File: src/rtl/seq_divisor.sv
// Restoring sequential divider, one quotient bit per clock.
// Signed two's-complement operation when DIVISOR_SIGNED_EN is defined.
module seq_divisor #(
  parameter int WIDTH = 32
) (
  input  logic             CLK,
  input  logic             RSTa,
  input  logic             Start,
  input  logic [WIDTH-1:0] Num,
  input  logic [WIDTH-1:0] Den,
  output logic [WIDTH-1:0] Coc,
  output logic [WIDTH-1:0] Res,
  output logic             Done,
  output logic             Busy
);

  localparam int CW = $clog2(WIDTH);

  typedef enum logic [1:0] {
    IDLE,
    LOAD,
    CALC,
    FIX
  } state_t;

  state_t state;
  state_t nxt;

  logic [WIDTH-1:0] num_q;
  logic [WIDTH-1:0] den_q;
  logic [WIDTH-1:0] dvs;
  logic [WIDTH-1:0] quot;
  logic [WIDTH:0]   rem;
  logic [CW-1:0]    cnt;

  logic             num_neg;
  logic             den_neg;
  logic [WIDTH-1:0] num_mag;
  logic [WIDTH-1:0] den_mag;
  logic [WIDTH:0]   sh;
  logic             ge;
  logic [WIDTH:0]   rem_n;
  logic [WIDTH-1:0] quot_n;
  logic [WIDTH-1:0] coc_fix;
  logic [WIDTH-1:0] res_fix;
  logic             last;

`ifdef DIVISOR_SIGNED_EN
  assign num_neg = num_q[WIDTH-1];
  assign den_neg = den_q[WIDTH-1];
`else
  assign num_neg = 1'b0;
  assign den_neg = 1'b0;
`endif

  assign num_mag = num_neg ? (~num_q + 1'b1) : num_q;
  assign den_mag = den_neg ? (~den_q + 1'b1) : den_q;

  // rem[WIDTH] set means the shifted value already exceeds any divisor
  assign sh     = {rem[WIDTH-1:0], quot[WIDTH-1]};
  assign ge     = rem[WIDTH] | (sh >= {1'b0, dvs});
  assign rem_n  = ge ? (sh - {1'b0, dvs}) : sh;
  assign quot_n = {quot[WIDTH-2:0], ge};
  assign last   = (cnt == '0);

  always_comb begin
    coc_fix = quot_n;
    res_fix = rem_n[WIDTH-1:0];
    if (num_neg ^ den_neg)
      coc_fix = ~quot_n + 1'b1;
    if (num_neg)
      res_fix = ~rem_n[WIDTH-1:0] + 1'b1;
`ifdef DIVISOR_SIGNED_EN
    if (num_q == {1'b1, {(WIDTH-1){1'b0}}} &&
        den_q == {WIDTH{1'b1}}) begin
      coc_fix = {1'b1, {(WIDTH-1){1'b0}}};
      res_fix = '0;
    end
`endif
    if (den_q == '0) begin
      coc_fix = {WIDTH{1'b1}};
      res_fix = num_q;
    end
  end

  always_ff @(posedge CLK) begin
    if (RSTa)
      state <= IDLE;
    else
      state <= nxt;
  end

  always_comb begin
    nxt = state;
    unique case (state)
      IDLE: if (Start) nxt = LOAD;
      LOAD: nxt = CALC;
      CALC: if (last) nxt = FIX;
      FIX:  nxt = IDLE;
      default: nxt = IDLE;
    endcase
  end

  always_ff @(posedge CLK) begin
    if (RSTa) begin
      num_q <= '0;
      den_q <= '0;
      dvs   <= '0;
      quot  <= '0;
      rem   <= '0;
      cnt   <= '0;
      Coc   <= '0;
      Res   <= '0;
    end else begin
      unique case (state)
        IDLE: begin
          if (Start) begin
            num_q <= Num;
            den_q <= Den;
          end
        end
        LOAD: begin
          quot <= num_mag;
          dvs  <= den_mag;
          rem  <= '0;
          cnt  <= CW'(WIDTH - 1);
        end
        CALC: begin
          quot <= quot_n;
          rem  <= rem_n;
          cnt  <= cnt - 1'b1;
          // results land on the last iteration so they are valid with Done
          if (last) begin
            Coc <= coc_fix;
            Res <= res_fix;
          end
        end
        default: ;
      endcase
    end
  end

  assign Done = (state == FIX);
  assign Busy = (state != IDLE);

endmodule

File: config.mk
export PLATFORM = sky130hd
export DESIGN_NAME = seq_divisor
export DESIGN_NICKNAME = d
export VERILOG_FILES = /design/src/rtl/seq_divisor.sv
export SDC_FILE = /design/constraint.sdc
export NUM_CORES = 1
export LEC_CHECK = 0
export ABC_AREA = 1
export CORE_MARGIN = 4
export CORE_UTILIZATION = 45
export DETAILED_ROUTE_END_ITERATION = 10
export GPL_ROUTABILITY_DRIVEN = 0
export HOLD_SLACK_MARGIN = 0.03
export PLACE_DENSITY = 0.69
export SYNTH_ARGS = -nofsm -noshare
export SYNTH_HDL_FRONTEND = slang
export SYNTH_SLANG_ARGS = --single-unit
File: constraint.sdc
create_clock -name CLK -period 3.75 [get_ports CLK]
set_input_delay 0.5625 -clock CLK [delete_from_list [all_inputs] [get_ports CLK]]
set_output_delay 0.5625 -clock CLK [all_outputs]
set_load 0.01 [all_outputs]
Word level (Yosys, flattened, before mapping)
Cells that the tools add are included.

$add $sub $neg: 2. Reduce and logical (&&, ||, !) cells: 8. Shifts and indexed selects: 0. Equality and inequality tests: 5. Multiplexer cells: 9. Divide/modulo/power cells: 0. Bitwise gates (word level): 1. $lt $le $gt $ge: 1. Multipliers: 0.

Operator list (number): one-hot mux 33 bit (2 select lines) (1); 2-to-1 mux 32 bit (2); one-hot mux 32 bit (2 select lines) (1); greater-or-equal comparator 33 x 32 -> 1 bit (1); 2-to-1 mux 33 bit (1); subtractor 33 x 32 -> 33 bit (1); logical NOT 32 bit (1); one-hot mux 5 bit (2 select lines) (1); one-hot mux 2 bit (4 select lines) (1); AND reduction 2 bit (3); logical NOT 5 bit (1); subtractor 5 x 1 -> 5 bit (second input constant) (1); equality test 2 bit (second input constant) (2); 2-to-1 mux 2 bit (2); != test 2 bit (second input constant) (2); nonzero test 2 bit (2); equality test 2 x 1 -> 1 bit (second input constant) (1); logical NOT 2 bit (1); OR 1 bit (1).

Bits in writable memories: 0. Logic and storage cells: 35. Latch bits: 0. Bits in read-only memories: 0. Bits of input ports: 67. Register bits after elaboration: 232. Memories kept: 0.

Logic depth before layout (Yosys ltp)
Depth in word-level cells: 4. Mapped depth: 18. Depth with buffers taken out: 17.

Worst setup path before layout
Ideal clock, no wire load.

Kind: reg2reg. Start: register dvs[12]. End: register Res[27]. Setup slack: 1735 ps. Required time: 3619 ps. Path buffers: 1. Stages on the path, launching flop included: 18. Library setup time: 131 ps. Clock period less this slack: 2015 ps. Arrival: 1885 ps. Cell sequence: dfxtp_1 > inv_1 > ha_1 > nand2_1 > inv_1 > nand2_1 > nand2_1 > nand2_1 > nand2_1 > a21oi_1 > nand2_2 > nand2_4 > nand2_8 > buf_6 > nand2_1 > nand3_1 > nand2_1 > a21oi_2.

Cells in the longest elaborated chain, start to end: 4. Elaborated cells on any way between the ends: 5. Those cells by class: add/sub (1); order compare (1); mux (2); bitwise (1).

RTL lines: from (decl) (line 31) `logic [WIDTH-1:0] dvs;`; from (signal assigned) (line 124) `dvs <= den_mag;`; greater-or-equal comparator 33 x 32 -> 1 bit (line 61) `assign ge = rem[WIDTH] | (sh >= {1'b0, dvs});`; OR 1 bit (line 61); 2-to-1 mux 33 bit * (line 62) `assign rem_n = ge ? (sh - {1'b0, dvs}) : sh;`; 2-to-1 mux 32 bit * (line 80) `if (den_q == '0) begin`; to (signal assigned) (line 135) `Res <= res_fix;`; to (decl) (line 12) `output logic [WIDTH-1:0] Res,`.

Every way passes the cells marked *; elsewhere a longest branch is shown, timed or not. A chain may end at the register's enable or synchronous reset.

Worst setup path in the final report
Start: register den_q[3] (netlist: den_mag[3]). End: register Coc[3].

Cells in the longest elaborated chain, start to end: 2.

RTL lines: from (decl) (line 30) `logic [WIDTH-1:0] den_q;`; from (signal assigned) (line 119) `den_q <= Den;`; logical NOT 32 bit (line 80); 2-to-1 mux 32 bit (line 80); to (signal assigned) (line 134) `Coc <= coc_fix;`; to (decl) (line 11) `output logic [WIDTH-1:0] Coc,`.

Every way passes these cells.

==> run metrics <==
routed wire length=35.6 mm; Slew Limit Fails=0; largest net degree at the start of global routing=93; postcts setup bufs=0; final setup vio count=0; Crit Path Max Fanout=30; Yosys reg bits=roughly 230; GR Overflow Total=0; xor/xnor cell area share of the yosys netlist=0.0117; Clock Path Buffers=3; gr usage total=0.237; Layout Nets=between 2000 and 2500; DR vias/cell=about 5.2; Final period util=0.747; number of synthesis warnings=0; Setup TNS Final=0 ns; Synth Area in Simple Gates=0.238; CP startpoint kind=flip-flop; clk_skew=~0.015 ns; status=finished, final reports clean; Most common cell on crit path=inv_1; # clock sinks=around 230; mux cell area share after synthesis=0; hold depth=1; ANT nets after route=0; Slowest-stage cell, CP=nand3_1; Pre-Repair DR Iteration Count=6; syn nets=roughly 1900; DIE AREA=29300 µm²; worst vdd ir=~0.0006 V; R2R Setup Slk=around 0.95 ns; slowest stage delay, CP=roughly 0.64 ns; worst reg-to-reg path cell count=7; largest family of logic cells by synthesized area=simple AND/OR/NAND/NOR gates; max cap viols=0; cts bufs inserted=26; dpl hpwl=around 25 mm; CP Buf/Inv Count=2; hold_buf cts=0; Post-Synth Adder-Cell Area=0.0424; initial antenna violation count=0; power per cell area=~760 nW/µm²; largest delay contributor family on the critical path=simple AND/OR/NAND/NOR gates; PostCTS Resize Cnt=0; # DRC=0; die height=171 µm; CTS tree=built; Synth Cell Area=~12000 µm²; Port Buffers=~130; core area=~26000 µm²; register area share after synthesis=0.388; area share of the largest cell type after synthesis=0.388; Initial Util=0.459; top area cells in the synthesized netlist=dfxtp_1, nand2_1, a21oi_1; Least-Margin Pin Slew=1.09 ns; Compound-Gate Fraction of Synth Area=0.192; worst hold path class=flip-flop to flip-flop; area leader, netlist=dfxtp_1; Final Hold Fails=0; Die Width=about 170 µm; Hold WS=around 0.45 ns; I/O pin cnt=about 130; Max-slew headroom=0.274; Crit path depth=7; Critical Path RT=between 4 and 5 ns; DRT iter0 DRCs=roughly 1100; row count=between 50 and 60; Worst-path clk slew=approximately 0.060 ns; H-Tree Depth=1; global-route wire length before repair=roughly 57 mm; FMAX=between 300 and 400 MHz; Cell Chain, Critical Path=inv_1 > nand4_1 > nor4_1 > nand3_1 > nand2_1 > inv_1 > a21oi_1; RSZ-0062 raised after global routing=false; Antenna diodes=0; Avg Synthesized Cell Area=between 6 and 7 µm²; share of cells above drive strength 1=0.0443; total number of vias=between 10000 and 15000; Static Leak=about 0.0067 µW; Crit Path Class=flip-flop to flip-flop; crit path DAT=between 3 and 4 ns; Synth Instances=1816; min cycle time layout=2.80 ns; crit end category=flip-flop; vias in the first global route=between 10000 and 15000; root buf cell=clkbuf_16; WL per Instance=between 15 and 20 µm; latest clock arrival within the worst-skew pair=roughly 0.53 ns; Area growth syn-to-layout=20.4%; Netlist cell types=38
path summary, 6_finish.rpt:
path                              end               startpoint
setup / recovery  Coc[3]$_SDFFE_PP0P_  den_mag[3]$_SDFFE_PP0P_
hold / removal    cnt[0]$_SDFFE_PP0P_      cnt[0]$_SDFFE_PP0P_
setup reg to reg  Coc[3]$_SDFFE_PP0P_  den_mag[3]$_SDFFE_PP0P_
hold reg to reg   cnt[0]$_SDFFE_PP0P_      cnt[0]$_SDFFE_PP0P_
report_power, final:
part | switching, µW | total [µW] | internal (µW)
combinational | 3530 | 5060 | 1530
clock | 1050 | 2770 | 1730
sequential | 220 | 3200 | 2980
total | 4790 | 11000 | 6240
logic make-up after synthesis:
group	count (synthesis)
xor gates and xnor gates	16
adders and majority gates	40
DFF	232
buffers and inverters	400
AOI/OAI and AO/OA	444
and+or+nand+nor	684
metal layers:
layer  up-vias  GRT usage  part of all wire
li1       5946          -                 -
met1      5401      0.323              0.45
met2       355      0.382              0.45
met3        83     0.0342             0.060
met4         0     0.0916             0.040
met5         -          0                 0
metrics by stage:
stage                     cells  utilization  area (µm²)  total power [µW]  setup slack [ns]
after global placement     2206        0.516       13500              8160             0.993
after CTS                  2253        0.552       14400             11000             0.942
after detailed placement   2206        0.516       13500              8210             0.933
after global routing       2253        0.552       14400             11800             0.722
final                      2253        0.552       14400             11000             0.948
after floorplan            1816            -       12000              6750              1.73
final cells by class:
class	instances	area, µm²
clock buffer	35	776
clock inverter	12	176
fill	2578	11700
inverter	310	1160
multi-input combinational	1184	5810
sequential	232	4640
tap	335	419
timing repair buffer	145	1440
synth_stat cells:
cell,number
inv_2,2
nor2_2,2
nor2_1,81
nor3_1,9
buf_2,8
nor4_1,2
nand3_1,97
a31oi_1,2
xor2_1,14
ha_1,39
o21ai_0,156
or2_2,1
buf_1,2
nand3b_1,1
o21bai_1,1
fa_1,1
inv_1,307
nand2_1,453
nand2_8,1
nand4_1,15
a21oi_1,247
o311ai_0,1
xnor2_1,2
clkinv_1,1
buf_6,3
nand2_4,2
clkbuf_1,74
dfxtp_1,232
o22ai_1,28
buf_4,3
nand3_2,1
a221oi_1,1
o31ai_1,1
and2_1,8
nand2_2,9
nor3_2,2
o221ai_1,6
a21oi_2,1
cell usage in the layout, fill, tap and decap left out, types with 3 or more instances in the layout:
| cell | Yosys | routed |
|---|---|---|
| xor2_1 | 14 | 14 |
| nor2_1 | 81 | 80 |
| nand3_1 | 97 | 97 |
| nor2_2 | 2 | 3 |
| o221ai_1 | 6 | 6 |
| clkbuf_16 | 0 | 27 |
| bufinv_16 | 0 | 4 |
| buf_4 | 3 | 11 |
| clkdlybuf4s50_1 | 0 | 131 |
| a21oi_1 | 247 | 247 |
| dfxtp_1 | 232 | 232 |
| ha_1 | 39 | 38 |
| nor3_1 | 9 | 9 |
| nand4_1 | 15 | 15 |
| and2_1 | 8 | 8 |
| nand2_1 | 453 | 452 |
| clkbuf_8 | 0 | 7 |
| o21ai_0 | 156 | 156 |
| clkinv_2 | 0 | 6 |
| o22ai_1 | 28 | 28 |
| inv_1 | 307 | 306 |
| nand2_4 | 2 | 3 |
| nand2_2 | 9 | 9 |
sequential cells by signal (all words and copies together) (netlist names), 5 cells and up:
register,cells
cnt,5
dvs,32
Coc,32
quot,32
num_mag,32
rem,33
Res,32
den_mag,32
No activity file was read; power rests on OpenSTA's default activity.
